`config.mk`:
```
export PLATFORM = sky130hd
export DESIGN_NAME = charging_eval_mc
export DESIGN_NICKNAME = d
export VERILOG_FILES = /design/src/rtl/charging_pkg.sv /design/src/rtl/charging_flow_cam.sv /design/src/rtl/charging_eval_mc.sv
export SDC_FILE = /design/constraint.sdc
export NUM_CORES = 2
export LEC_CHECK = 0
export CAP_MARGIN = 20
export CORE_MARGIN = 4
export CORE_UTILIZATION = 55
export DETAILED_ROUTE_END_ITERATION = 12
export PLACE_DENSITY = 0.72
export SLEW_MARGIN = 20
export SYNTH_ARGS = -nofsm -noshare
export SYNTH_HDL_FRONTEND = slang
export SYNTH_SLANG_ARGS = --single-unit
```
`constraint.sdc`:
```
create_clock -name asclk -period 17.6 [get_ports asclk]
set_input_delay 3.52 -clock asclk [delete_from_list [all_inputs] [get_ports asclk]]
set_output_delay 3.52 -clock asclk [all_outputs]
set_load 0.05 [all_outputs]
```
`src/rtl/charging_pkg.sv`:
```
// Shared definitions for the multi-flow charging evaluation stage:
// default widths, policy codes, FSM state type and a saturating adder.
package charging_pkg;

  localparam int DEF_ID_W      = 96;
  localparam int DEF_LEN_W     = 16;
  localparam int DEF_CNT_W     = 40;
  localparam int DEF_PKTC_W    = 24;
  localparam int DEF_NUM_FLOWS = 8;
  localparam int DEF_POL_W     = 3;
  localparam int DEF_THR_W     = 22;
  localparam int DEF_THR_SHIFT = 10;

  localparam logic [2:0] POL_NONE      = 3'd0;
  localparam logic [2:0] POL_TOTAL     = 3'd1;
  localparam logic [2:0] POL_UL        = 3'd2;
  localparam logic [2:0] POL_DL        = 3'd3;
  localparam logic [2:0] POL_TOTAL_RPT = 3'd4;

  typedef enum logic [1:0] {
    ST_IDLE   = 2'd0,
    ST_LOOKUP = 2'd1,
    ST_UPDATE = 2'd2,
    ST_REPORT = 2'd3
  } state_e;

  // Operands must be below 2^w with w <= 63, so the raw sum never wraps.
  function automatic logic [63:0] sat_add(input logic [63:0] a, input logic [63:0] b,
                                          input int unsigned w);
    logic [63:0] max_v;
    logic [63:0] sum;
    max_v = (64'd1 << w) - 64'd1;
    sum   = a + b;
    return (sum > max_v) ? max_v : sum;
  endfunction

endpackage

```
`src/rtl/charging_flow_cam.sv`:
```
// Flow key table: per-entry key/valid registers, parallel match against the
// lookup key, and lowest-free-index allocation.
module charging_flow_cam
  import charging_pkg::*;
#(
  parameter int ID_W      = DEF_ID_W,
  parameter int NUM_FLOWS = DEF_NUM_FLOWS,
  parameter int IDX_W     = $clog2(NUM_FLOWS)
) (
  input  logic             asclk,
  input  logic             aresetn,
  input  logic [ID_W-1:0]  lkp_key,
  input  logic             wr_en,
  input  logic [IDX_W-1:0] wr_idx,
  input  logic [ID_W-1:0]  wr_key,
  input  logic             clr_all,
  output logic             hit,
  output logic [IDX_W-1:0] hit_idx,
  output logic             free_ok,
  output logic [IDX_W-1:0] free_idx
);

  logic [ID_W-1:0]      key_q [NUM_FLOWS];
  logic [NUM_FLOWS-1:0] valid_q, valid_d;

  // NOTE: every always_comb output gets a default first so no path leaves it unassigned (no latch).
  always_comb begin
    valid_d = valid_q;
    if (clr_all)    valid_d = '0;
    else if (wr_en) valid_d[wr_idx] = 1'b1;
  end

  // NOTE: sequential state uses non-blocking assignments so all flops update together at the edge.
  always_ff @(posedge asclk or negedge aresetn) begin
    if (!aresetn) valid_q <= '0;
    else          valid_q <= valid_d;
  end

  // NOTE: key storage has no reset; an entry's key is only looked at while its valid bit is set.
  always_ff @(posedge asclk) begin
    if (wr_en) key_q[wr_idx] <= wr_key;
  end

  // Scanning from the top down lets the lowest matching/free index win.
  always_comb begin
    hit      = 1'b0;
    hit_idx  = '0;
    free_ok  = 1'b0;
    free_idx = '0;
    for (int i = NUM_FLOWS - 1; i >= 0; i--) begin
      if (valid_q[i] && key_q[i] == lkp_key) begin
        hit     = 1'b1;
        hit_idx = IDX_W'(i);
      end
      if (!valid_q[i]) begin
        free_ok  = 1'b1;
        free_idx = IDX_W'(i);
      end
    end
  end

endmodule

```
`src/rtl/charging_eval_mc.sv`:
```
// Multi-flow charging evaluation: per-flow UL/DL volume and packet counters
// with threshold-triggered usage reports over a valid/ready handshake.
module charging_eval_mc
  import charging_pkg::*;
#(
  parameter int ID_W      = DEF_ID_W,
  parameter int LEN_W     = DEF_LEN_W,
  parameter int CNT_W     = DEF_CNT_W,
  parameter int PKTC_W    = DEF_PKTC_W,
  parameter int NUM_FLOWS = DEF_NUM_FLOWS,
  parameter int POL_W     = DEF_POL_W,
  parameter int THR_W     = DEF_THR_W,
  parameter int THR_SHIFT = DEF_THR_SHIFT
) (
  input  logic              asclk,
  input  logic              aresetn,
  input  logic [ID_W-1:0]   pkt_id,
  input  logic [LEN_W-1:0]  pkt_len,
  input  logic [POL_W-1:0]  pkt_policy,
  input  logic [THR_W-1:0]  pkt_report,
  input  logic              pkt_ul,
  input  logic              pkt_vld,
  output logic              pkt_rdy,
  input  logic              clear_all,
  output logic              check_policy,
  output logic              drop_pulse,
  output logic [15:0]       drop_cnt,
  output logic              rpt_vld,
  input  logic              rpt_rdy,
  output logic [ID_W-1:0]   rpt_flow_id,
  output logic [CNT_W-1:0]  rpt_ul_vol,
  output logic [CNT_W-1:0]  rpt_dl_vol,
  output logic [PKTC_W-1:0] rpt_pkts
);

  localparam int IDX_W = $clog2(NUM_FLOWS);

  state_e            state_q, state_d;
  logic              init_q;
  logic [ID_W-1:0]   id_q, id_d;
  logic [LEN_W-1:0]  len_q, len_d;
  logic [2:0]        pol_q, pol_d, pol_in;
  logic [THR_W-1:0]  thr_q, thr_d;
  logic              dir_ul_q, dir_ul_d;
  logic [IDX_W-1:0]  idx_q, idx_d;
  logic [15:0]       drop_cnt_q, drop_cnt_d;
  logic              rpt_vld_q, rpt_vld_d;
  logic [ID_W-1:0]   rpt_id_q, rpt_id_d;
  logic [CNT_W-1:0]  rpt_ul_q, rpt_ul_d, rpt_dl_q, rpt_dl_d;
  logic [PKTC_W-1:0] rpt_pkts_q, rpt_pkts_d;

  logic [CNT_W-1:0]  ul_vol_q [NUM_FLOWS];
  logic [CNT_W-1:0]  dl_vol_q [NUM_FLOWS];
  logic [PKTC_W-1:0] pkts_q   [NUM_FLOWS];
  logic              ctr_we;
  logic [IDX_W-1:0]  ctr_idx;
  logic [CNT_W-1:0]  ctr_ul, ctr_dl;
  logic [PKTC_W-1:0] ctr_pkts;
  logic              cnt_ul, cnt_dl;

  logic              cam_hit, cam_free_ok, cam_wr_en, cam_clr;
  logic [IDX_W-1:0]  cam_hit_idx, cam_free_idx;

  charging_flow_cam #(.ID_W(ID_W), .NUM_FLOWS(NUM_FLOWS), .IDX_W(IDX_W)) u_cam (
    .asclk    (asclk),
    .aresetn  (aresetn),
    .lkp_key  (id_q),
    .wr_en    (cam_wr_en),
    .wr_idx   (cam_free_idx),
    .wr_key   (id_q),
    .clr_all  (cam_clr),
    .hit      (cam_hit),
    .hit_idx  (cam_hit_idx),
    .free_ok  (cam_free_ok),
    .free_idx (cam_free_idx)
  );

  assign pol_in  = 3'(pkt_policy);
  assign pkt_rdy = init_q && (state_q == ST_IDLE) && !clear_all;

  always_comb begin
    state_d      = state_q;
    id_d         = id_q;
    len_d        = len_q;
    pol_d        = pol_q;
    thr_d        = thr_q;
    dir_ul_d     = dir_ul_q;
    idx_d        = idx_q;
    drop_cnt_d   = drop_cnt_q;
    rpt_vld_d    = rpt_vld_q;
    rpt_id_d     = rpt_id_q;
    rpt_ul_d     = rpt_ul_q;
    rpt_dl_d     = rpt_dl_q;
    rpt_pkts_d   = rpt_pkts_q;
    ctr_we       = 1'b0;
    ctr_idx      = idx_q;
    ctr_ul       = '0;
    ctr_dl       = '0;
    ctr_pkts     = '0;
    cam_wr_en    = 1'b0;
    cam_clr      = 1'b0;
    drop_pulse   = 1'b0;
    check_policy = 1'b0;
    cnt_ul       = (pol_q == POL_TOTAL) || (pol_q == POL_TOTAL_RPT) || (pol_q == POL_UL);
    cnt_dl       = (pol_q == POL_TOTAL) || (pol_q == POL_TOTAL_RPT) || (pol_q == POL_DL);
    case (state_q)
      ST_IDLE: begin
        if (clear_all) begin
          cam_clr = 1'b1;
        end else if (pkt_rdy && pkt_vld) begin
          id_d     = pkt_id;
          len_d    = pkt_len;
          pol_d    = pol_in;
          thr_d    = pkt_report;
          dir_ul_d = pkt_ul;
          // NONE and reserved codes are consumed without touching the table.
          if (pol_in >= POL_TOTAL && pol_in <= POL_TOTAL_RPT) state_d = ST_LOOKUP;
        end
      end
      ST_LOOKUP: begin
        if (cam_hit) begin
          idx_d   = cam_hit_idx;
          state_d = ST_UPDATE;
        end else if (cam_free_ok) begin
          idx_d     = cam_free_idx;
          cam_wr_en = 1'b1;
          ctr_we    = 1'b1;
          ctr_idx   = cam_free_idx;
          state_d   = ST_UPDATE;
        end else begin
          drop_pulse = 1'b1;
          drop_cnt_d = (drop_cnt_q == 16'hFFFF) ? drop_cnt_q : drop_cnt_q + 16'd1;
          state_d    = ST_IDLE;
        end
      end
      ST_UPDATE: begin
        check_policy = 1'b1;
        ctr_we       = 1'b1;
        ctr_ul       = ul_vol_q[idx_q];
        ctr_dl       = dl_vol_q[idx_q];
        ctr_pkts     = PKTC_W'(sat_add(64'(pkts_q[idx_q]), 64'd1, PKTC_W));
        if (dir_ul_q && cnt_ul)
          ctr_ul = CNT_W'(sat_add(64'(ul_vol_q[idx_q]), 64'(len_q), CNT_W));
        if (!dir_ul_q && cnt_dl)
          ctr_dl = CNT_W'(sat_add(64'(dl_vol_q[idx_q]), 64'(len_q), CNT_W));
        state_d = ST_IDLE;
        if ((pol_q == POL_TOTAL_RPT) && (thr_q != '0) &&
            ((64'(ctr_ul) + 64'(ctr_dl)) >= (64'(thr_q) << THR_SHIFT))) begin
          rpt_vld_d  = 1'b1;
          rpt_id_d   = id_q;
          rpt_ul_d   = ctr_ul;
          rpt_dl_d   = ctr_dl;
          rpt_pkts_d = ctr_pkts;
          state_d    = ST_REPORT;
        end
      end
      ST_REPORT: begin
        if (rpt_rdy) begin
          ctr_we    = 1'b1;
          rpt_vld_d = 1'b0;
          state_d   = ST_IDLE;
        end
      end
      default: state_d = ST_IDLE;
    endcase
  end

  always_ff @(posedge asclk or negedge aresetn) begin
    if (!aresetn) begin
      state_q    <= ST_IDLE;
      init_q     <= 1'b0;
      id_q       <= '0;
      len_q      <= '0;
      pol_q      <= POL_NONE;
      thr_q      <= '0;
      dir_ul_q   <= 1'b0;
      idx_q      <= '0;
      drop_cnt_q <= '0;
      rpt_vld_q  <= 1'b0;
      rpt_id_q   <= '0;
      rpt_ul_q   <= '0;
      rpt_dl_q   <= '0;
      rpt_pkts_q <= '0;
    end else begin
      state_q    <= state_d;
      init_q     <= 1'b1;
      id_q       <= id_d;
      len_q      <= len_d;
      pol_q      <= pol_d;
      thr_q      <= thr_d;
      dir_ul_q   <= dir_ul_d;
      idx_q      <= idx_d;
      drop_cnt_q <= drop_cnt_d;
      rpt_vld_q  <= rpt_vld_d;
      rpt_id_q   <= rpt_id_d;
      rpt_ul_q   <= rpt_ul_d;
      rpt_dl_q   <= rpt_dl_d;
      rpt_pkts_q <= rpt_pkts_d;
    end
  end

  // Counters are zeroed on allocation and after a report, so they need no reset.
  always_ff @(posedge asclk) begin
    if (ctr_we) begin
      ul_vol_q[ctr_idx] <= ctr_ul;
      dl_vol_q[ctr_idx] <= ctr_dl;
      pkts_q[ctr_idx]   <= ctr_pkts;
    end
  end

  assign drop_cnt    = drop_cnt_q;
  assign rpt_vld     = rpt_vld_q;
  assign rpt_flow_id = rpt_id_q;
  assign rpt_ul_vol  = rpt_ul_q;
  assign rpt_dl_vol  = rpt_dl_q;
  assign rpt_pkts    = rpt_pkts_q;

endmodule
```
==> impl_metrics.tcl <==
set metrics [dict create \
    status "complete, no violations" \
    grt_max_degree 109 \
    ys_types 99 \
    antenna_found_initial 8 \
    finalInstanceArea_um2 99100 \
    setup_violations 0 \
    setup_tns_ns 0 \
    drive_above_1_share_pct 16.0 \
    synth_top_family_by_area "multiplexers" \
    cts_sinks 1969 \
    start_util_pct 55.6 \
    tightest_slew_ns 1.25 \
    syn_to_final_growth_pct 15.0 \
    crit_family "compound AO/OA/AOI/OAI gates" \
    synthAdderAreaFrac_pct 1.48 \
    yosys.area_share.xor_xnor_pct 6.46 \
    synth_edf_count 1600 \
    cp_max_fo 62 \
    cts-root-buf "clkbuf_16" \
    setup_ws_ns 4.77 \
    hold_viol 0 \
    overflow 0 \
    clk_pin_slew_ns 0.06 \
    drtIter0Drc 6314 \
    min_from "rpt_vld$_DFFE_PN0P_" \
    ant_nets 0 \
    hold_end "rpt_vld$_DFFE_PN0P_" \
    synth_top_cell_by_area "edfxtp_1" \
    cp-start-kind "register" \
    dpl-instance-area_um2 92600 \
    synth.top_cell.area_share_pct 55.8 \
    die_area_um2 163000 \
    cts_buffers 197 \
    vias 52700 \
    cp.required_ns 18.29 \
    synth_area_leaders "edfxtp_1, dfrtp_1, mux4_2" \
    worstSetupPathType "register to register" \
    synth-seq-cells 1969 \
    slowest_delay_ns 0.86 \
    synthSimpleGateAreaFrac_pct 7.13 \
    cts_max_level 4 \
    cp_common_cell "a21oi_1" \
    max-vdd-ir-drop_uv 116 \
    max_freq_mhz 78.0 \
    r2r-end "rpt_flow_id[5]$_DFFE_PN0P_" \
    p_leak_nw 34.6 \
    timing.final.crit_period_ns 12.83 \
    slew_headroom_pct 16.6 \
    ys.flop_type "edfxtp_1" \
    post_cts.repair.setup_buffers 0 \
    most-common-layout-cells "edfxtp_1, xnor2_1, dfrtp_1, clkdlybuf4s50_1, mux2_2" \
    syn_nets 5816 \
    yosys_warnings 0 \
    ys_seq_area_share_pct 66.5 \
    p_per_area_nw_per_um2 143 \
    place_hpwl_um 168000 \
    first_pass_iters 6 \
    postCtsResizedCells 0 \
    wirelength_um 252000 \
    fin_worst_hold_slack_ns 0.482 \
    die_width_um 404 \
    cap_violations 0 \
    r2r_slack_ns 4.77 \
    coreArea_um2 155000 \
    die_y_um 404 \
    avgSynthCellArea_um2 15.5 \
    numPortBuffers 362 \
    synth_compound_gate_area_share_pct 5.44 \
    arrival_ns 13.51 \
    wl_per_cell_um 30.5 \
    fin_crit_sh_pct 72.9 \
    synth_mux_area_share_pct 10.7 \
    syn_area_um2 86100 \
    mostFrequentLayoutCell "edfxtp_1" \
    placementRows 144 \
    syn_inst 5573 \
    drcViolationCount 0 \
    hold_buffers 0 \
    finalNetCount 6296 \
    min_path_type "register to register" \
    async_flop_share_pct 18.7 \
    rsz0062_at_grt "no" \
    cts_tree "done" \
    clock_latency_ns 0.83 \
    crit_buf_inv 6 \
    grtUsageTotal_pct 30.6 \
    slew_viol_final 0 \
    skew_ns 0.0584 \
    r2r_cells 38 \
    rr_startpoint "idx_q[0]$_DFFE_PN0N_" \
    slowest_stage "dfrtp_4" \
    place_congestion 1.03 \
    cp-end-kind "register" \
    grt_pass1_vias 52200 \
    fill_cells 11000 \
    grt_pass1_wl_um 363000 \
    boundaryPins 363 \
    cts_max_path_buffers 3 \
    holdPathStages 1 \
    viasPerCell 6.38 \
    place_ws_ns 4.96 \
]
## power by group
group | internal, mW | switching (mW) | total [mW] | leakage (nW)
Combinational | 1.52 | 2.91 | 4.43 | 12.4
Clock | 2.37 | 1.79 | 4.16 | 3.15
Sequential | 5.37 | 0.230 | 5.60 | 19.1
## synthesized netlist by cell type (60+ instances only)
cell type,instances
xor2_1,268
edfxtp_1,1600
dfrtp_1,369
ha_1,97
xnor2_1,367
nand2b_1,141
nor4_1,124
nand2_1,267
mux4_2,170
clkbuf_1,160
nand4_1,133
nor2_1,175
nor3_1,64
a21oi_1,160
inv_1,184
nand3_1,66
mux2_2,300
o21ai_0,60
mux2i_1,93
## per-layer routing
metal  up-vias  GRT usage (%)  routed length (um)  share of wire [%]
li1      22300              -                   -                  -
met1     26900           41.6               97800                 39
met2      2983           48.8              118000                 47
met3       597           5.72               22900                9.1
met4         8           13.6               13200                5.2
met5         -              0                  47              0.019
## through the flow
stage	power, mW	util [%]	cells
5_1_grt	14.7	63.9	8260
6_report	14.2	64.0	8263
4_1_cts	14.2	63.9	8259
3_5_place_dp	10.0	59.8	7897
3_3_place_gp	10.0	59.7	7896
2_1_floorplan	8.41	-	5573
## how the worst max path moves through the flow
stage,from,endpoint,slack [ns],cells after the start
3_5_place_dp,idx_q[0]$_DFFE_PN0N_,rpt_flow_id[57]$_DFFE_PN0P_,4.96,38
6_report,idx_q[0]$_DFFE_PN0N_,rpt_flow_id[5]$_DFFE_PN0P_,4.77,38
4_1_cts,idx_q[0]$_DFFE_PN0N_,rpt_flow_id[5]$_DFFE_PN0P_,4.88,38
3_3_place_gp,idx_q[0]$_DFFE_PN0N_,rpt_flow_id[18]$_DFFE_PN0P_,5.01,33
2_1_floorplan,id_q[7]$_DFFE_PN0P_,u_cam.key_q[7][0]$_DFFE_PP_,5.40,9
5_1_grt,idx_q[0]$_DFFE_PN0N_,rpt_flow_id[5]$_DFFE_PN0P_,3.96,38
## state kept, by name, summed over array words and instances, names as in the netlist
| signal | cells |
|---|---|
| rpt_vld | 1 |
| rpt_flow_id | 96 |
| ul_vol_q | 320 |
| idx_q | 3 |
| u_cam.valid_q | 8 |
| id_q | 96 |
| thr_q | 22 |
| init_q | 1 |
| dl_vol_q | 320 |
| rpt_ul_vol | 40 |
| dir_ul_q | 1 |
| state_q | 2 |
| pol_q | 3 |
| rpt_dl_vol | 40 |
| rpt_pkts | 24 |
| drop_cnt | 16 |
| pkts_q | 192 |
| u_cam.key_q | 768 |
| len_q | 16 |
## area by class of cell
type / instances / area [um^2] / area share, %
Sequential cell: 1969 / 57300 / 57.8
Multi-Input combinational cell: 3161 / 27100 / 27.3
Clock buffer: 260 / 5380 / 5.43
Timing Repair Buffer: 536 / 4960 / 5.01
Tap cell: 2044 / 2560 / 2.58
Clock inverter: 102 / 1090 / 1.10
Inverter: 188 / 711 / 0.717
Antenna cell: 3 / 7.51 / 0.00758
## kinds of logic after synthesis
group | count (synthesis)
and+or+nand+nor | 1162
muxes | 609
other | 1
adders and majority gates | 100
xor gates and xnor gates | 635
buffers and inverters | 443
DFF | 1969
AOI/OAI and AO/OA | 654
(Power assumes the default switching activity.)
